### config.mk
export PLATFORM = sky130hd
export DESIGN_NAME = ub_read_sequencer
export DESIGN_NICKNAME = d
export VERILOG_FILES = /design/src/rtl/ub_pkg.sv /design/src/rtl/ub_lane_skew.sv /design/src/rtl/ub_read_sequencer.sv
export SDC_FILE = /design/constraint.sdc
export NUM_CORES = 1
export LEC_CHECK = 0
export BUFFER_PORTS_ARGS = -buffer_cell sky130_fd_sc_hd__buf_2
export CAP_MARGIN = 25
export CORE_ASPECT_RATIO = 1.25
export CORE_MARGIN = 2
export CORE_UTILIZATION = 53
export DETAILED_ROUTE_END_ITERATION = 7
export PLACE_DENSITY = 0.82
export SLEW_MARGIN = 5
export SYNTH_ARGS = -nofsm -noshare
export SYNTH_HDL_FRONTEND = slang
export SYNTH_SLANG_ARGS = --single-unit
### constraint.sdc
create_clock -name clk -period 2.9 [get_ports clk]
set_input_delay 0.145 -clock clk [delete_from_list [all_inputs] [get_ports clk]]
set_output_delay 0.145 -clock clk [all_outputs]
set_load 0.01 [all_outputs]
### src/rtl/ub_pkg.sv
// Shared types and constants for the unified-buffer read path.
package ub_pkg;

   localparam int UB_DEPTH = 50;
   localparam int ADDR_W   = 6;
   localparam int DATA_W   = 16;

   typedef logic [ADDR_W-1:0] ub_addr_t;
   typedef logic [DATA_W-1:0] ub_data_t;

   typedef enum logic [1:0] {
      ST_IDLE  = 2'd0,
      ST_ISSUE = 2'd1,
      ST_DRAIN = 2'd2
   } ub_state_e;

endpackage

### src/rtl/ub_lane_skew.sv
// One-stage delay of a lane's data and valid; supplies the systolic diagonal skew.
module ub_lane_skew
   import ub_pkg::*;
(
   input  logic     clk,
   input  logic     rst,
   input  logic     valid_i,
   input  ub_data_t data_i,
   output logic     valid_o,
   output ub_data_t data_o
);

   logic     valid_q;
   ub_data_t data_q;

   always_ff @(posedge clk or posedge rst) begin
      if (rst) begin
         valid_q <= 1'b0;
         data_q  <= '0;
      end else begin
         valid_q <= valid_i;
         data_q  <= data_i;
      end
   end

   assign valid_o = valid_q;
   assign data_o  = data_q;

endmodule

### src/rtl/ub_read_sequencer.sv
// Walks a unified-buffer region in row or column order and streams it on two lanes.
// Define UB_READ_SKEW_EN to delay lane2 by one cycle relative to lane1.
module ub_read_sequencer
   import ub_pkg::*;
(
   input  logic      clk,
   input  logic      rst,
   input  logic      rd_start_in,
   input  logic      rd_row_or_col_in,
   input  ub_addr_t  rd_base_addr_in,
   input  ub_addr_t  rd_num_locs_in,
   output logic      mem_rd_en_out,
   output ub_addr_t  mem_rd_addr_1_out,
   output ub_addr_t  mem_rd_addr_2_out,
   input  ub_data_t  mem_rd_data_1_in,
   input  ub_data_t  mem_rd_data_2_in,
   output ub_data_t  ub_data_1_out,
   output ub_data_t  ub_data_2_out,
   output logic      ub_valid_1_out,
   output logic      ub_valid_2_out,
   output logic      rd_busy_out,
   output logic      rd_done_out,
   output logic      rd_err_out,
   output ub_state_e dbg_state_out
);

`ifdef UB_READ_SKEW_EN
   localparam logic [1:0] DRAIN_LAST = 2'd3;
`else
   localparam logic [1:0] DRAIN_LAST = 2'd2;
`endif

   ub_state_e state_q, state_d;
   ub_addr_t  base_q, base_d;
   ub_addr_t  num_q, num_d;
   ub_addr_t  half_q, half_d;
   ub_addr_t  beats_q, beats_d;
   ub_addr_t  k_q, k_d;
   logic      col_q, col_d;
   logic [1:0] drain_q, drain_d;
   logic      err_q, err_d;

   logic      rd_en;
   logic      lane2_en;
   ub_addr_t  addr1, addr2;
   logic      done;

   logic      pend1_q, pend2_q;
   logic      v1_q, v2_q;
   ub_data_t  d1_q, d2_q;

   // Sum is widened so a base near the top plus a large count cannot wrap past the check.
   logic [6:0] end_sum;
   logic       cmd_illegal;
   ub_addr_t   cmd_beats;
   ub_addr_t   row_off;

   assign end_sum     = {1'b0, rd_base_addr_in} + {1'b0, rd_num_locs_in};
   assign cmd_illegal = (end_sum > 7'(UB_DEPTH)) || (rd_row_or_col_in && rd_num_locs_in[0]);
   assign cmd_beats   = rd_row_or_col_in ? {1'b0, rd_num_locs_in[5:1]}
                                         : ({1'b0, rd_num_locs_in[5:1]} + {5'd0, rd_num_locs_in[0]});
   assign row_off     = {k_q[4:0], 1'b0};

   always_comb begin
      state_d  = state_q;
      base_d   = base_q;
      num_d    = num_q;
      half_d   = half_q;
      beats_d  = beats_q;
      col_d    = col_q;
      k_d      = k_q;
      drain_d  = drain_q;
      err_d    = 1'b0;
      rd_en    = 1'b0;
      lane2_en = 1'b0;
      addr1    = '0;
      addr2    = '0;
      done     = 1'b0;
      unique case (state_q)
         ST_IDLE: begin
            if (rd_start_in) begin
               if (cmd_illegal) begin
                  err_d = 1'b1;
               end else begin
                  base_d  = rd_base_addr_in;
                  num_d   = rd_num_locs_in;
                  half_d  = {1'b0, rd_num_locs_in[5:1]};
                  beats_d = cmd_beats;
                  col_d   = rd_row_or_col_in;
                  k_d     = '0;
                  if (cmd_beats == '0) begin
                     state_d = ST_DRAIN;
                     drain_d = DRAIN_LAST;
                  end else begin
                     state_d = ST_ISSUE;
                     drain_d = '0;
                  end
               end
            end
         end
         ST_ISSUE: begin
            rd_en = 1'b1;
            if (col_q) begin
               lane2_en = 1'b1;
               addr1    = base_q + k_q;
               addr2    = base_q + half_q + k_q;
            end else begin
               // Odd row counts leave lane2 idle on the last beat.
               lane2_en = (row_off + 6'd1) < num_q;
               addr1    = base_q + row_off;
               addr2    = lane2_en ? (base_q + row_off + 6'd1) : '0;
            end
            k_d = k_q + 6'd1;
            if (k_q == beats_q - 6'd1) begin
               state_d = ST_DRAIN;
               drain_d = '0;
            end
         end
         ST_DRAIN: begin
            if (drain_q == DRAIN_LAST) begin
               done    = 1'b1;
               state_d = ST_IDLE;
            end else begin
               drain_d = drain_q + 2'd1;
            end
         end
         default: state_d = ST_IDLE;
      endcase
   end

   always_ff @(posedge clk or posedge rst) begin
      if (rst) begin
         state_q <= ST_IDLE;
         base_q  <= '0;
         num_q   <= '0;
         half_q  <= '0;
         beats_q <= '0;
         col_q   <= 1'b0;
         k_q     <= '0;
         drain_q <= '0;
         err_q   <= 1'b0;
      end else begin
         state_q <= state_d;
         base_q  <= base_d;
         num_q   <= num_d;
         half_q  <= half_d;
         beats_q <= beats_d;
         col_q   <= col_d;
         k_q     <= k_d;
         drain_q <= drain_d;
         err_q   <= err_d;
      end
   end

   // Read data arrives the cycle after the strobe and is registered once more on capture.
   always_ff @(posedge clk or posedge rst) begin
      if (rst) begin
         pend1_q <= 1'b0;
         pend2_q <= 1'b0;
         v1_q    <= 1'b0;
         v2_q    <= 1'b0;
         d1_q    <= '0;
         d2_q    <= '0;
      end else begin
         pend1_q <= rd_en;
         pend2_q <= rd_en & lane2_en;
         v1_q    <= pend1_q;
         v2_q    <= pend2_q;
         d1_q    <= pend1_q ? mem_rd_data_1_in : '0;
         d2_q    <= pend2_q ? mem_rd_data_2_in : '0;
      end
   end

`ifdef UB_READ_SKEW_EN
   ub_lane_skew u_lane2_skew (
      .clk     (clk),
      .rst     (rst),
      .valid_i (v2_q),
      .data_i  (d2_q),
      .valid_o (ub_valid_2_out),
      .data_o  (ub_data_2_out)
   );
`else
   assign ub_valid_2_out = v2_q;
   assign ub_data_2_out  = d2_q;
`endif

   assign ub_valid_1_out    = v1_q;
   assign ub_data_1_out     = d1_q;
   assign mem_rd_en_out     = rd_en;
   assign mem_rd_addr_1_out = addr1;
   assign mem_rd_addr_2_out = addr2;
   assign rd_busy_out       = (state_q != ST_IDLE);
   assign rd_done_out       = done;
   assign rd_err_out        = err_q;
   assign dbg_state_out     = state_q;

endmodule

Word level (Yosys, flattened, before mapping) --
Cells that the tools add are included.
Storage, ports and cells: word-level logic and storage cells 81, flip-flop bits (word level) 71, output and inout bits 52, bits of input ports 48
Cells by class: equality and inequality tests 9, bitwise logic cells 2, $lt $le $gt $ge 2, muxes and demuxes 31, add/sub/neg operators 11, reduce and logical (&&, ||, !) cells 11
Operators by type and width (number):
- $mux 6 | 8
- $mux 16 | 2
- $mux 2 | 10
- $add 6x1->6 const B | 3
- $add 6x6->6 | 3
- $pmux 2 s3 | 2
- $pmux 6 s2 | 1
- $ne 2x2->1 const B | 5
- $mux 1 | 8
- $add 6x6->7 | 1
- $gt 7x6->1 const B | 1
- $add 5x1->6 | 1
- $add 6x5->6 | 1
- $eq 6x6->1 | 1
- $logic_not 6->1 | 1
- $lt 6x6->1 | 1
- $reduce_and 3->1 | 2
- $sub 6x1->6 const B | 1
- $reduce_and 5->1 | 1
- $eq 2x2->1 const B | 2
- $reduce_and 4->1 | 1
- $reduce_bool 2->1 | 2
- $reduce_bool 3->1 | 1
- $add 2x1->2 const B | 1
- other kinds (6) | 6

Logic depth before layout (Yosys ltp) --
depth in word-level cells 7, mapped depth 12, gate-level depth less buffers 10

Least setup slack after synthesis --
OpenSTA, ideal clock, no wires.
kind register to output, start register k_q[1], end output port mem_rd_addr_2_out[5], data arrival time 2.400 ns, required time 2.755 ns, setup slack 0.355 ns, stages on the path, launching flop included 8, path buffers 0, cells stage by stage dfrtp_1 > fa_1 > ha_1 > fa_1 > a21o_1 > a21oi_1 > xnor2_1 > a211oi_1
Between the ends: cells in the longest elaborated chain, start to end 5, elaborated cells on any way between the ends 8, classes of those cells add/sub (4); order compare (1); mux (3)
RTL lines:
- start, declared | line ub_read_sequencer.sv:38 | ub_addr_t k_q, k_d;
- start signal, assigned | line ub_read_sequencer.sv:149 | k_q <= k_d;
- $add 6x6->6 or $add 6x1->6 (tied branches) | line ub_read_sequencer.sv:111, ub_read_sequencer.sv:109
- $add 6x1->6 or $lt 6x6->1 (tied branches) | line ub_read_sequencer.sv:111, ub_read_sequencer.sv:109
- $mux 6 | line ub_read_sequencer.sv:111 | addr2 = lane2_en ? (base_q + row_off + 6'd1) : '0;
- $mux 6 (*) | line ub_read_sequencer.sv:103 | if (col_q) begin
- $mux 6 (*) | line ub_read_sequencer.sv:79 | unique case (state_q)
- end, declared | line ub_read_sequencer.sv:14 | output ub_addr_t mem_rd_addr_2_out,
Every way passes the cells marked *; elsewhere a longest branch is shown, timed or not.

Worst setup path in the final report --
start register base_q[1], end output port mem_rd_addr_2_out[5]
Between the ends: cells in the longest elaborated chain, start to end 5, elaborated cells on any way between the ends 7, classes of those cells add/sub (4); mux (3)
RTL lines:
- start, declared | line ub_read_sequencer.sv:34 | ub_addr_t base_q, base_d;
- start signal, assigned | line ub_read_sequencer.sv:144 | base_q <= base_d;
- $add 6x6->6 | line ub_read_sequencer.sv:111
- $add 6x1->6 | line ub_read_sequencer.sv:111
- $mux 6 | line ub_read_sequencer.sv:111
- $mux 6 (*) | line ub_read_sequencer.sv:103
- $mux 6 (*) | line ub_read_sequencer.sv:79
Marks and branches as above.

==> flow_metrics.tcl <==
set metrics [dict create \
    die_h_um 99.5 \
    synth.ff_latch_count 65 \
    cts_tree "built" \
    slew_violations 0 \
    insertion_delay_ns 0.35 \
    fillers 569 \
    rsz0062_at_grt "no" \
    syn_area_um2 3860 \
    crit_path_start_kind "flop" \
    gp_congestion 0.842 \
    path_class "reg -> out" \
    io_buffers 99 \
    clock-sinks 65 \
    grt_overflow 0 \
    required_ns 2.76 \
    drt-wirelength-per-cell_um 14.5 \
    syn_inst 371 \
    drtIter0Drc 134 \
    finalClockSkew_ns 0.0116 \
    hp-class "in -> reg" \
    grt_pass1_vias 2978 \
    grt_antenna_before_repair 0 \
    clk_pin_slew_ns 0.08 \
    ys_types 47 \
    clock_tree.root_cell "clkbuf_8" \
    status "finished, final reports clean" \
    setup_viol 0 \
    drcViolationCount 0 \
    grt_usage_pct 21.3 \
    ff2ff_setup_slack_ns 0.73 \
    fmax_mhz 364 \
    ir_drop_mv 0.496 \
    rows 34 \
    ant_nets 0 \
    io_pins 100 \
    vias_per_cell 5.33 \
    slew_headroom_pct 56.6 \
    critPathArrivalTime_ns 2.60 \
    die-area_um2 8000 \
    worstPathMaxFanout 4 \
    ys.flop_type "dfrtp_1" \
    coreArea_um2 7020 \
    hold_violations 0 \
    fin_crit_ns 2.75 \
    fin_crit_sh_pct 94.8 \
    syn_to_final_growth_pct 22.4 \
    synth_edf_count 0 \
    seqCellArea_um2 1630 \
    numCtsBuffers 9 \
    clock_path_buffers 2 \
    htreeDepth 3 \
    avgSynthCellArea_um2 10.4 \
    vias 3073 \
    grt_start_max_net_pins 49 \
    wl_mm 8.39 \
    p_per_area_nw_per_um2 1050 \
    finalSetupTns_ns 0 \
    max_slew.worst_pin.slew_ns 0.651 \
    synth_fp_nets 461 \
    cap_viol_max_count 0 \
    multiInputGateArea_um2 2120 \
    initial_core_util_pct 55.1 \
    dpl.hpwl_mm 6.53 \
    yosys_warnings 0 \
    leakage_nw 2.50 \
    fin_ws_ns 0.150 \
    synth-seq-area-share_pct 42.1 \
    first_pass_iters 4 \
    synthArstFlopShare_pct 100 \
    grt_pass1_wl_mm 13.4 \
    post-place-ws_ns 0.293 \
    die_x_um 80.4 \
    cp-end-kind "output pin" \
    nNetsFinal 572 \
    drive_gt1_share_pct 29.8 \
    diodes 0 \
]
cells in the mapped netlist, drive strengths merged (2+ instances only):
cell type   n  area share, %
dfrtp      65             42
and2       33            5.3
ha         33             11
nor2       32            3.1
a21oi      23            3.0
xnor2      23            5.2
inv        22            2.1
nand2      16            1.6
o21ai      15            1.9
nand3      12            1.6
a21o       10            1.9
fa          9            4.7
mux2        9            3.3
clkbuf      7           0.68
mux2i       6            1.6
nor3        6           0.91
xor2        6            1.4
a211oi      5           0.97
a22o        5            1.1
nand2b      4           0.65
buf         3           0.94
nor2b       3           0.49
a31oi       2           0.32
and3        2           0.32
nand3b      2           0.39
nand4       2           0.32
o22ai       2           0.32
state kept, by name, summed over array words and instances (netlist names):
register        flops
ub_data_1_out      16
pend2_q             1
base_q              6
num_q               5
k_q                 6
dbg_state_out       2
col_q               1
drain_q             2
ub_valid_1_out      1
rd_err_out          1
ub_valid_2_out      1
pend1_q             1
beats_q             6
ub_data_2_out      16
layout by cell type, fill, tap and decap left out, drive strengths merged, types with 15 or more instances in the layout:
master  synthesis  routed
ha             33      33
dfrtp          65      65
inv            22      24
nor2           32      32
a21oi          23      23
and2           33      33
buf             3     109
o21ai          15      15
xnor2          23      23
nand2          16      16
power by group:
group          switching [W]  total (W)  internal (W)
registers           0.000307    0.00150       0.00120
clock network       0.000355   0.000759      0.000403
logic                0.00142    0.00272       0.00130
layer usage:
layer | vias to the layer above | GRT usage [%] | share of wire, %
met3 | 9 | 3.54 | 5.7
met2 | 90 | 38.3 | 53
met4 | 0 | 6.39 | 1.1
met5 | - | 0 | 0
met1 | 1480 | 25.9 | 40
li1 | 1494 | - | -
worst paths after layout:
path | startpoint | endpoint | cells past startpoint
min | mem_rd_data_1_in[8] | ub_data_1_out[8] | 2
max in group asynchronous | rst | base_q[1] | 4
max | base_q[1] | mem_rd_addr_2_out[5] | 8
min in group asynchronous | rst | ub_data_2_out[10] | 3
min reg2reg | drain_q[1] | drain_q[1] | 1
max reg2reg | dbg_state_out[1] | k_q[3] | 8
area by class of cell:
class,instances,area share [%]
multi-input cells,273,44.8
clock inverters,7,1.64
flip-flops and latches,65,34.4
repair buffers,110,12.3
clock buffers,9,2.62
inverters,23,1.83
well taps,90,2.38
through the flow:
step	cell area [um2]	power, W	utilization [%]	hold WS, ns	std cells
CTS	4690	0.00493	66.8	0.00204	575
global placement	4460	0.00401	63.6	0.127	557
global route	4730	0.00539	67.4	0.00433	577
detailed placement	4460	0.00414	63.6	0.138	557
floorplan	3860	0.00336	-	0.262	371
finish	4730	0.00498	67.4	0.00208	577
worst max-delay path, stage by stage, from the launching register on:
cell	delay [ns]
dfrtp_2	0.44
fa_1	0.50
ha_2	0.21
fa_2	0.35
a21o_1	0.20
a21oi_2	0.14
xnor2_1	0.08
a211oi_1	0.18
buf_2	0.17
repair_timing:
action,4_1_cts,5_1_grt
hold buffers,1,0
pin swaps,0,1
endpoints found under the hold margin,17,0
buffers inserted,1,2
gates resized for setup,2,7
endpoints found under the setup margin,1,2
logic make-up (layout without fill, tap and decap cells):
group | count (synthesis) | after routing | share of synthesized area (%)
and+or+nand+nor | 113 | 113 | 14.9
AOI/OAI and AO/OA | 74 | 74 | 12.4
DFF | 65 | 65 | 42.1
adders and majority gates | 42 | 42 | 15.3
buffers and inverters | 33 | 149 | 3.85
xor gates and xnor gates | 29 | 29 | 6.57
muxes | 15 | 15 | 4.86
Note: power is estimated with default switching activity, not from simulation.
